[config.mk]
export PLATFORM = sky130hd
export DESIGN_NAME = pwm_param_ctrl
export DESIGN_NICKNAME = d
export VERILOG_FILES = /design/src/rtl/pwm_param_ctrl.sv
export SDC_FILE = /design/constraint.sdc
export NUM_CORES = 1
export LEC_CHECK = 0
export CAP_MARGIN = 40
export CORE_AREA = 2 2 95 97
export CTS_CLUSTER_SIZE = 12
export DETAILED_ROUTE_END_ITERATION = 8
export DIE_AREA = 0 0 97 99
export REMOVE_ABC_BUFFERS = 1
export SKIP_CTS_REPAIR_TIMING = 1
export SLEW_MARGIN = 20
export SYNTH_ARGS = -nofsm -noshare
export SYNTH_HDL_FRONTEND = slang
export SYNTH_SLANG_ARGS = --single-unit
[constraint.sdc]
create_clock -name clock -period 5.1 [get_ports clock]
set_input_delay 1.275 -clock clock [delete_from_list [all_inputs] [get_ports clock]]
set_output_delay 1.275 -clock clock [all_outputs]
set_load 0.05 [all_outputs]
[src/rtl/pwm_param_ctrl.sv]
// pwm_param_ctrl
//   Turns debounced key events into PWM duty and dead-time settings.
//   Edits land in shadow registers. They are copied to the committed outputs
//   only at a PWM period boundary, so the PWM core never sees a change in the
//   middle of a period.
//
// Ports
//   clock        in   system clock; all logic on rising edge
//   reset        in   asynchronous, active-low reset
//   keyVal[3:0]  in   active-low one-cycle key pulses:
//                     [0] duty up, [1] duty down, [2] dead up, [3] dead down
//   period_end   in   one-cycle pulse from the PWM counter at period wrap
//   duty_out     out  committed duty
//   dead_out     out  committed dead time
//   upd_pending  out  shadow edit waiting for the next period_end
//   sat          out  one-cycle pulse: an accepted key was clamped at a limit
//
// Optional feature (macro DEAD_CLAMP_EN)
//   When defined, the dead shadow is also clamped after every update so that
//   2*dead <= min(duty, DUTY_MAX-duty). The clamp uses the new duty shadow.
//
// Commit FSM
//   state   | meaning
//   IDLE    | shadow matches committed outputs
//   PENDING | shadow edited, copy to outputs on next period_end

module pwm_param_ctrl #(
  parameter int DUTY_W    = 8,
  parameter int DEAD_W    = 6,
  parameter int DUTY_MAX  = 100,
  parameter int DUTY_STEP = 5,
  parameter int DUTY_INIT = 50,
  parameter int DEAD_MAX  = 40,
  parameter int DEAD_STEP = 1,
  parameter int DEAD_INIT = 2
) (
  input  logic              clock,
  input  logic              reset,
  input  logic [3:0]        keyVal,
  input  logic              period_end,
  output logic [DUTY_W-1:0] duty_out,
  output logic [DEAD_W-1:0] dead_out,
  output logic              upd_pending,
  output logic              sat
);

  localparam logic [DUTY_W:0] DUTY_MAX_X  = (DUTY_W+1)'(DUTY_MAX);
  localparam logic [DUTY_W:0] DUTY_STEP_X = (DUTY_W+1)'(DUTY_STEP);
  localparam logic [DEAD_W:0] DEAD_MAX_X  = (DEAD_W+1)'(DEAD_MAX);
  localparam logic [DEAD_W:0] DEAD_STEP_X = (DEAD_W+1)'(DEAD_STEP);

  typedef enum logic {
    IDLE    = 1'b0,
    PENDING = 1'b1
  } state_t;

  state_t state, state_nx;

  logic [DUTY_W-1:0] duty_sh, duty_nx;
  logic [DEAD_W-1:0] dead_sh, dead_nx;
  logic [DUTY_W:0]   duty_up_x, duty_dn_x;
  logic [DEAD_W:0]   dead_up_x, dead_dn_x;
  logic              duty_up, duty_dn, dead_up, dead_dn;
  logic              clamp;
  logic              changed;
  logic              commit;

`ifdef DEAD_CLAMP_EN
  localparam int CW = (DUTY_W > DEAD_W) ? DUTY_W : DEAD_W;
  localparam logic [DUTY_W-1:0] DUTY_MAX_D = DUTY_W'(DUTY_MAX);
  logic [DUTY_W-1:0] duty_rem, duty_min, dead_lim;
`endif

  assign duty_up = ~keyVal[0];
  assign duty_dn = ~keyVal[1];
  assign dead_up = ~keyVal[2];
  assign dead_dn = ~keyVal[3];

  // Shadow next-value and saturation detection. The sums carry one extra bit,
  // so overflow past the limit and underflow below zero are both visible
  // before clamping.
  always_comb begin
    duty_up_x = {1'b0, duty_sh} + DUTY_STEP_X;
    duty_dn_x = {1'b0, duty_sh} - DUTY_STEP_X;
    dead_up_x = {1'b0, dead_sh} + DEAD_STEP_X;
    dead_dn_x = {1'b0, dead_sh} - DEAD_STEP_X;
    duty_nx   = duty_sh;
    dead_nx   = dead_sh;
    clamp     = 1'b0;

    if (duty_up && !duty_dn) begin
      if (duty_up_x > DUTY_MAX_X) begin
        duty_nx = DUTY_MAX_X[DUTY_W-1:0];
        clamp   = 1'b1;
      end else begin
        duty_nx = duty_up_x[DUTY_W-1:0];
      end
    end else if (duty_dn && !duty_up) begin
      if (duty_dn_x[DUTY_W]) begin
        duty_nx = '0;
        clamp   = 1'b1;
      end else begin
        duty_nx = duty_dn_x[DUTY_W-1:0];
      end
    end

    if (dead_up && !dead_dn) begin
      if (dead_up_x > DEAD_MAX_X) begin
        dead_nx = DEAD_MAX_X[DEAD_W-1:0];
        clamp   = 1'b1;
      end else begin
        dead_nx = dead_up_x[DEAD_W-1:0];
      end
    end else if (dead_dn && !dead_up) begin
      if (dead_dn_x[DEAD_W]) begin
        dead_nx = '0;
        clamp   = 1'b1;
      end else begin
        dead_nx = dead_dn_x[DEAD_W-1:0];
      end
    end

`ifdef DEAD_CLAMP_EN
    // Both dead-time bands must fit inside the shorter of the on and off
    // phases. The check runs every cycle. Because the invariant already holds
    // for the current shadow, it can only bite when a key moved something.
    duty_rem = DUTY_MAX_D - duty_nx;
    duty_min = (duty_nx < duty_rem) ? duty_nx : duty_rem;
    dead_lim = duty_min >> 1;
    if (CW'(dead_nx) > CW'(dead_lim)) begin
      dead_nx = DEAD_W'(dead_lim);
      clamp   = 1'b1;
    end
`endif

    changed = (duty_nx != duty_sh) || (dead_nx != dead_sh);
  end

  // Commit FSM: next state and commit strobe.
  always_comb begin
    state_nx = state;
    commit   = 1'b0;
    case (state)
      IDLE: begin
        if (changed) state_nx = PENDING;
      end
      PENDING: begin
        if (period_end) begin
          commit = 1'b1;
          // If a new edit arrives on the commit cycle, stay pending for it.
          if (!changed) state_nx = IDLE;
        end
      end
      default: state_nx = IDLE;
    endcase
  end

  assign upd_pending = (state == PENDING);

  always_ff @(posedge clock or negedge reset) begin
    if (!reset) state <= IDLE;
    else        state <= state_nx;
  end

  always_ff @(posedge clock or negedge reset) begin
    if (!reset) begin
      duty_sh  <= DUTY_W'(DUTY_INIT);
      dead_sh  <= DEAD_W'(DEAD_INIT);
      duty_out <= DUTY_W'(DUTY_INIT);
      dead_out <= DEAD_W'(DEAD_INIT);
      sat      <= 1'b0;
    end else begin
      duty_sh <= duty_nx;
      dead_sh <= dead_nx;
      sat     <= clamp;
      // Outputs take the shadow as it stood before this cycle's edit.
      if (commit) begin
        duty_out <= duty_sh;
        dead_out <= dead_sh;
      end
    end
  end

endmodule

**After elaboration in Yosys (flattened, before gate mapping)**

Cells that the tools add are included.

- Flip-flop bits (word level): 30
- Input port bits: 7
- Output and inout bits: 16

- Add/sub/neg operators: 4
- $lt $le $gt $ge: 2
- Equality and inequality tests: 2
- Mux-type cells: 21
- Bitwise gates (word level): 5
- Reductions and logical operators: 5

Operators with widths:

| kind | count |
|---|---|
| $mux 8 | 4 |
| $mux 6 | 4 |
| $mux 1 | 12 |
| $add 8x3->9 const B | 1 |
| $gt 9x7->1 const B | 1 |
| $sub 8x3->9 const B | 1 |
| $ne 8x8->1 | 1 |
| $add 6x1->7 const B | 1 |
| $gt 7x6->1 const B | 1 |
| $sub 6x1->7 const B | 1 |
| $ne 6x6->1 | 1 |
| $not 1->1 | 5 |
| $logic_and 1x1->1 | 4 |
| $pmux 1 s2 | 1 |
| $logic_or 1x1->1 | 1 |

**Longest topological paths before layout**

Gate-level depths: netlist of the first run.

- Depth in word-level cells: 9
- Mapped depth: 10

**Worst setup path after synthesis of the first run**

Ideal clock, no wire load.

- Path kind: input-to-reg
- Start point: in keyVal[0]
- End point: reg state, in the netlist upd_pending
- Library setup time: 135 ps
- Arrival: 2820 ps
- Path slack: 2145 ps
- Stages on the path: 8
- Buffers on the path: 1
- Cells stage by stage: clkbuf_1 -> nand2b_1 -> nor4_4 -> o211ai_1 -> a211oi_1 -> nand4_1 -> a2111oi_2 -> nand4_1

- Longest elaborated chain between the ends: 8
- Elaborated cells between the ends (all ways): 10
- Classes of those cells: 1 x eq/ne; 5 x mux; 1 x bitwise; 3 x reduce/logical

RTL lines:

| what | line | RTL |
|---|---|---|
| start: declaration | 39 | `input logic [3:0] keyVal,` |
| $logic_and 1x1->1 or $not 1->1 (tied branches) | 98, 74 |  |
| $mux 8 or $logic_and 1x1->1 (tied branches) | 98, 91 |  |
| $mux 8 (*) | 91 | `if (duty_up && !duty_dn) begin` |
| $ne 8x8->1 (*) | 136 | `changed = (duty_nx != duty_sh) \|\| (dead_nx != dead_sh);` |
| $logic_or 1x1->1 (*) | 136 |  |
| $mux 1 (*) | 145, 151 |  |
| $mux 1 | 148 | `if (period_end) begin` |
| $pmux 1 s2 (*) | 143 | `case (state)` |
| via state_nx | 57 | `state_t state, state_nx;` |
| end signal: assignment | 162 | `else state <= state_nx;` |
| end: declaration | 57 |  |

The timed path passes the listed nets; every way through them passes the cells marked *.
A chain may end at the register's enable or synchronous reset.

**Worst setup path in the final report of the first run**

- Start point: in keyVal[3]
- End point: reg state, in the netlist upd_pending

- Longest elaborated chain between the ends: 9
- Elaborated cells between the ends (all ways): 10
- Classes of those cells: 1 x eq/ne; 5 x mux; 1 x bitwise; 3 x reduce/logical

RTL lines:

| what | line | RTL |
|---|---|---|
| $not 1->1 | 77 | `assign dead_dn = ~keyVal[3];` |
| $logic_and 1x1->1 | 114 | `end else if (dead_dn && !dead_up) begin` |
| $mux 6 | 114 |  |
| $mux 6 (*) | 107 | `if (dead_up && !dead_dn) begin` |
| $ne 6x6->1 (*) | 136 |  |
| $logic_or 1x1->1 (*) | 136 |  |
| $mux 1 (*) | 145, 151 |  |
| $mux 1 | 148 |  |
| $pmux 1 s2 (*) | 143 |  |
| via state_nx | 57 |  |

Marked as above.

==> results of run 1 <==
==> registers in the layout, summed over array words and instances (netlist names) <==
signal and flops:
dead_sh 6, duty_sh 8, sat 1, upd_pending 1, duty_out 8, dead_out 6
==> per-stage QoR <==
step / hold WS [ns] / instance area [sq um] / power (mW) / util
floorplan: 0.527 / 2350 / 1.25 / -
global placement: 0.463 / 2710 / 1.56 / 0.317
detailed placement: 0.475 / 2710 / 1.56 / 0.317
CTS: 0.488 / 2790 / 1.76 / 0.327
global route: 0.503 / 2800 / 1.88 / 0.327
finish: 0.482 / 2800 / 1.76 / 0.327
==> power groups by stage <==
stage / clock [mW] / combinational [mW] / sequential (mW)
after CTS: 0.192 / 1.01 / 0.555
after detailed placement: 0 / 1.00 / 0.558
final: 0.185 / 1.02 / 0.561
after floorplan: 0 / 0.555 / 0.700
after global placement: 0 / 1.00 / 0.553
after global routing: 0.204 / 1.09 / 0.583
==> worst max-delay path, cell delays in order <==
cell	delay, ns
clkdlybuf4s50_1	0.71
nor2b_1	0.26
nand2_1	0.17
o21ai_2	0.08
a2111oi_2	0.36
o2111ai_1	0.20
a2111oi_2	0.33
nand4_1	0.15
==> worst paths after layout <==
| path | startpoint | end | slack (ns) | depth (start not counted) |
|---|---|---|---|---|
| max | keyVal[3] | upd_pending | 1.73 | 8 |
| min | duty_out[0] | duty_out[0] | 0.48 | 2 |
| max reg2reg | dead_sh[0] | upd_pending | 2.06 | 9 |
| min reg2reg | duty_out[0] | duty_out[0] | 0.48 | 2 |
| max in group asynchronous | reset | duty_out[1] | 3.39 | 2 |
| min in group asynchronous | reset | dead_sh[0] | 1.38 | 2 |
==> metal layers <==
metal	routed length (um)	track usage	vias to the layer above
met1	3020	0.183	1093
met5	0	0	-
li1	-	-	1117
met3	379	0.0255	25
met4	235	0.0618	0
met2	2910	0.217	115
==> kinds of logic (layout without fill, tap and decap cells) <==
group,count (synthesis),after routing,share of synthesized area
AOI/OAI and AO/OA,103,103,0.288
muxes,13,13,0.0569
xor gates and xnor gates,6,6,0.0208
and+or+nand+nor,105,105,0.225
adders and majority gates,5,5,0.0247
buffers and inverters,32,40,0.0841
DFF,30,30,0.301
==> cell type report <==
type                            instances  area share
Timing Repair Buffer                   24      0.0840
Sequential cell                        30       0.272
Clock buffer                            5      0.0246
Multi-Input combinational cell        232       0.556
Tap cell                              108      0.0483
Inverter                                9      0.0121
Clock inverter                          2     0.00357
==> cell usage after synthesis (7+ instances only) <==
master    count
nand2_1      35
a21oi_1      17
mux2_2        7
inv_1         8
o21ai_0      23
dfrtp_1      22
nand2b_1      9
nor2b_1       7
nor3_1        7
clkbuf_1      9
nor2_1       15
dfstp_2       8
o211ai_1      9
==> flow_summary.ini, run 1 <==
[logic_synthesis]
synth_area_leaders = dfrtp_1 22%, dfstp_2 8.3%, nand2_1 5.2%
yosys.area.top_type = dfrtp_1
syn_avg_cell_area_sq_um = 8.61
synth_area_sq_mm = 0.00253
synth_top_area_frac = 0.218
ys.flop_type = dfrtp_1
synth_warnings = 0
synth_edf_count = 0
ys_seq_area_frac = 0.301
synth.distinct_cells = 70
async_reset_ff_frac = 1.00
yosys_register_bits = 30
synth_cells = 294

[placement]
dp_worst_setup_slack_ns = 1.43
io_buffers = 22
dp.cells = 402
place_congestion = 0.868
dp_hpwl_um = 4680

[finish]
area_growth_pct = 10.7
final_common_cell = nand2_1
diodes = 0
layout_common_cells = 35 x nand2_1, 23 x o21ai_0, 22 x dfrtp_1, 22 x clkdlybuf4s50_1, 17 x a21oi_1
n_fill_cell = 888
regArea_sq_um = 761
instances_no_fill = 410
multi_input_area_sq_mm = 0.00156
layout-drive-gt1-share = 0.136
final_net_count = 314

[timing]
min_period_over_period = 0.661
setup_viol = 0
max_freq_mhz = 297
worst_slew_pin_slew_ns = 0.676
max_slew_margin = 0.549
slew_violations = 0
hold_viol = 0
setup-tns-final_ns = 0
grt_setup_unrepaired = no
fin_ws_ns = 1.73
finalCriticalPeriod_ns = 3.37
fin_skew_ns = 0.00742

[grt]
grt_pass1_wl_um = 10800
antenna_found_initial = 0
grt_start_max_net_pins = 31
grt_pass1_vias = 2142
grt_overflow = 0
grt.total_usage = 0.137

[detailed_routing]
drc = 0
routedWlPerCell_um = 16.0
post_drt_via_cell_ratio = 5.73
drtIter0Drc = 201
drt-pass1-iter-count = 5
final_antenna_net_count = 0
vias = 2350
wl_um = 6550

[die]
start_util = 0.296
fp.coreArea_sq_mm = 0.00855
die_w_um = 97
ios = 23
dieArea_sq_mm = 0.00960
die_y_um = 99
rows = 34

[power_and_ir_drop]
combPwrFrac = 0.577
switchingPower_mw = 0.915
swShare = 0.519
p_int_mw = 0.846
power.leakage_nw = 1.04
clkPwrFrac = 0.105
power_density_mw_per_mm2 = 629
peakVddDrop_mv = 0.156
p_seq_frac = 0.319

[flow_run]
drv_cap = 0

[setup_path]
start_kind = input pin
critPathKind = in2reg
arrival_ns = 3.53
cp-end-kind = flip-flop
worstPathRequired_ns = 5.25
critPathMaxFanout = 13

[clock_network]
cts_tree = built
clockBufferDepth = 2
cts_buffers = 5
clk_pin_slew_ns = 0.07
cts_sinks = 30
htreeDepth = 2
cts-root-buf = clkbuf_8
insertion_delay_ns = 0.28

[hold_path]
min_path_type = reg2reg

[status]
outcome = finished, final reports clean
Power figures use the tool's default switching activity.
==> run 2: changes to the inputs <==
==> constraint.sdc (replaced) <==
create_clock -name clock -period 3.1 [get_ports clock]
set_input_delay 0.775 -clock clock [delete_from_list [all_inputs] [get_ports clock]]
set_output_delay 0.775 -clock clock [all_outputs]
set_load 0.05 [all_outputs]
==> run 2 against run 1 <==
Compared with the run above:
- power increased by 76%
- worst setup slack got worse by 1.4 ns
- critical endpoint unchanged
- flip-flop and latch count unchanged
- non-clock buffer count increased by 17
- global-route usage increased by 0.88 points
- count of clock-buffer cells in the layout unchanged
- register-to-register slack got worse by 1.7 ns
- combinational power increased by 78%
- largest cell class unchanged
- clock power increased by 120%
- critical path depth increased by 1
- highest routed layer unchanged
- first-iteration DRC count increased by 31%
==> flow_summary.ini, run 2 (synthesized netlist as in run 1, its figures left out) <==
[setup_path]
critPathKind = reg2reg
worstPathRequired_ns = 3.27
arrival_ns = 2.95
critPathMaxFanout = 7
cp-end-kind = flip-flop
start_kind = flip-flop

[grt]
grt.total_usage = 0.146
grt_start_max_net_pins = 31
grt_pass1_wl_um = 11500
grt_overflow = 0
grt_pass1_vias = 2249
antenna_found_initial = 0

[finish]
layout_common_cells = 35 x nand2_1, 23 x o21ai_0, 22 x dfrtp_1, 22 x clkdlybuf4s50_1, 19 x buf_4
reg.largest.list = duty_out: 8 flops, duty_sh: 8 flops
n_fill_cell = 870
final_common_cell = nand2_1
final_net_count = 331
layout-drive-gt1-share = 0.184
diodes = 0
area_growth_pct = 16.9
fin_area_sq_mm = 0.00296

[timing]
slew_violations = 0
fin_skew_ns = 0.0153
max_freq_mhz = 360
fin_ws_ns = 0.325
worst_slew_pin_slew_ns = 0.747
max_slew_margin = 0.501
min_period_over_period = 0.895
setup-tns-final_ns = 0
grt_setup_unrepaired = no
finalCriticalPeriod_ns = 2.77
hold_viol = 0
setup_viol = 0

[placement]
dpl_cell_area_sq_mm = 0.00285
place_congestion = 0.917
dp_hpwl_um = 5090
dp_worst_setup_slack_ns = 0.121
io_buffers = 22

[die]
die_y_um = 99
dieArea_sq_mm = 0.00960
ios = 23
fp.coreArea_sq_mm = 0.00855
die_w_um = 97
rows = 34
start_util = 0.296

[clock_network]
clockBufferDepth = 2
cts_buffers = 5
cts_tree = built
htreeDepth = 2
insertion_delay_ns = 0.30
cts-root-buf = clkbuf_8
clk_pin_slew_ns = 0.08
cts_sinks = 30

[flow_run]
drv_cap = 0

[power_and_ir_drop]
power.leakage_nw = 1.14
peakVddDrop_mv = 0.248
total_power_mw = 3.09
power_density_mw_per_mm2 = 1050

[status]
outcome = finished, final reports clean

[detailed_routing]
vias = 2418
drt-pass1-iter-count = 6
post_drt_via_cell_ratio = 5.65
drtIter0Drc = 263
drc = 0
final_antenna_net_count = 0
wl_um = 7050
routedWlPerCell_um = 16.5

[hold_path]
min_path_type = reg2reg
## run 2: changes by cell type in the layout (fill, tap and decap cells not counted)
cell	previous run	this run
bufinv_16	0	1
buf_4	2	19
## run 2: where the power goes
| part | leakage (nW) | internal [mW] | switching (mW) |
|---|---|---|---|
| registers | 0.350 | 0.595 | 0.267 |
| logic | 0.730 | 0.701 | 1.12 |
| clock network | 0.0579 | 0.237 | 0.172 |
| total | 1.14 | 1.53 | 1.56 |
## run 2: worst max-delay path, stage by stage, from the launching register on
cell and delay, ns:
dfstp_2 0.41, clkinv_1 0.18, ha_1 0.27, or3b_4 0.44, nor3_4 0.24, o22ai_1 0.14, a2111oi_2 0.36, o2111ai_1 0.17
a2111oi_2 0.30, nand4_1 0.13
## run 2: worst paths after layout
path,startpoint,end,slack [ns],depth (start not counted)
max in group asynchronous,reset,duty_out[5],1.88,2
min in group asynchronous,reset,dead_sh[0],0.87,2
min,duty_out[4],duty_out[4],0.48,2
min reg2reg,duty_out[4],duty_out[4],0.48,2
max,dead_sh[1],upd_pending,0.33,9
max reg2reg,dead_sh[1],upd_pending,0.33,9
## run 2: final cells by class
| type | instances | area [sq um] | share of cell area |
|---|---|---|---|
| Tap cell | 108 | 135 | 0.0457 |
| Clock buffer | 5 | 68.8 | 0.0233 |
| Timing Repair Buffer | 41 | 363 | 0.123 |
| Sequential cell | 30 | 761 | 0.257 |
| Clock inverter | 3 | 40.0 | 0.0135 |
| Inverter | 9 | 33.8 | 0.0114 |
| Multi-Input combinational cell | 232 | 1560 | 0.526 |
## run 2: per-layer routing
layer  vias up  routed length (um)  track usage  share of wire
li1       1151                   -            -              -
met3        13                 421       0.0298          0.060
met5         -                   0            0              0
met2        95                3020        0.222           0.43
met4         0                 142       0.0509          0.020
met1      1159                3470        0.207           0.49
## run 2: per-stage QoR
step / cells / util / hold slack (ns)
2_1_floorplan: 271 / - / 0.479
5_1_grt: 428 / 0.346 / 0.513
3_5_place_dp: 420 / 0.333 / 0.476
3_3_place_gp: 420 / 0.333 / 0.463
4_1_cts: 428 / 0.346 / 0.488
6_report: 428 / 0.346 / 0.484
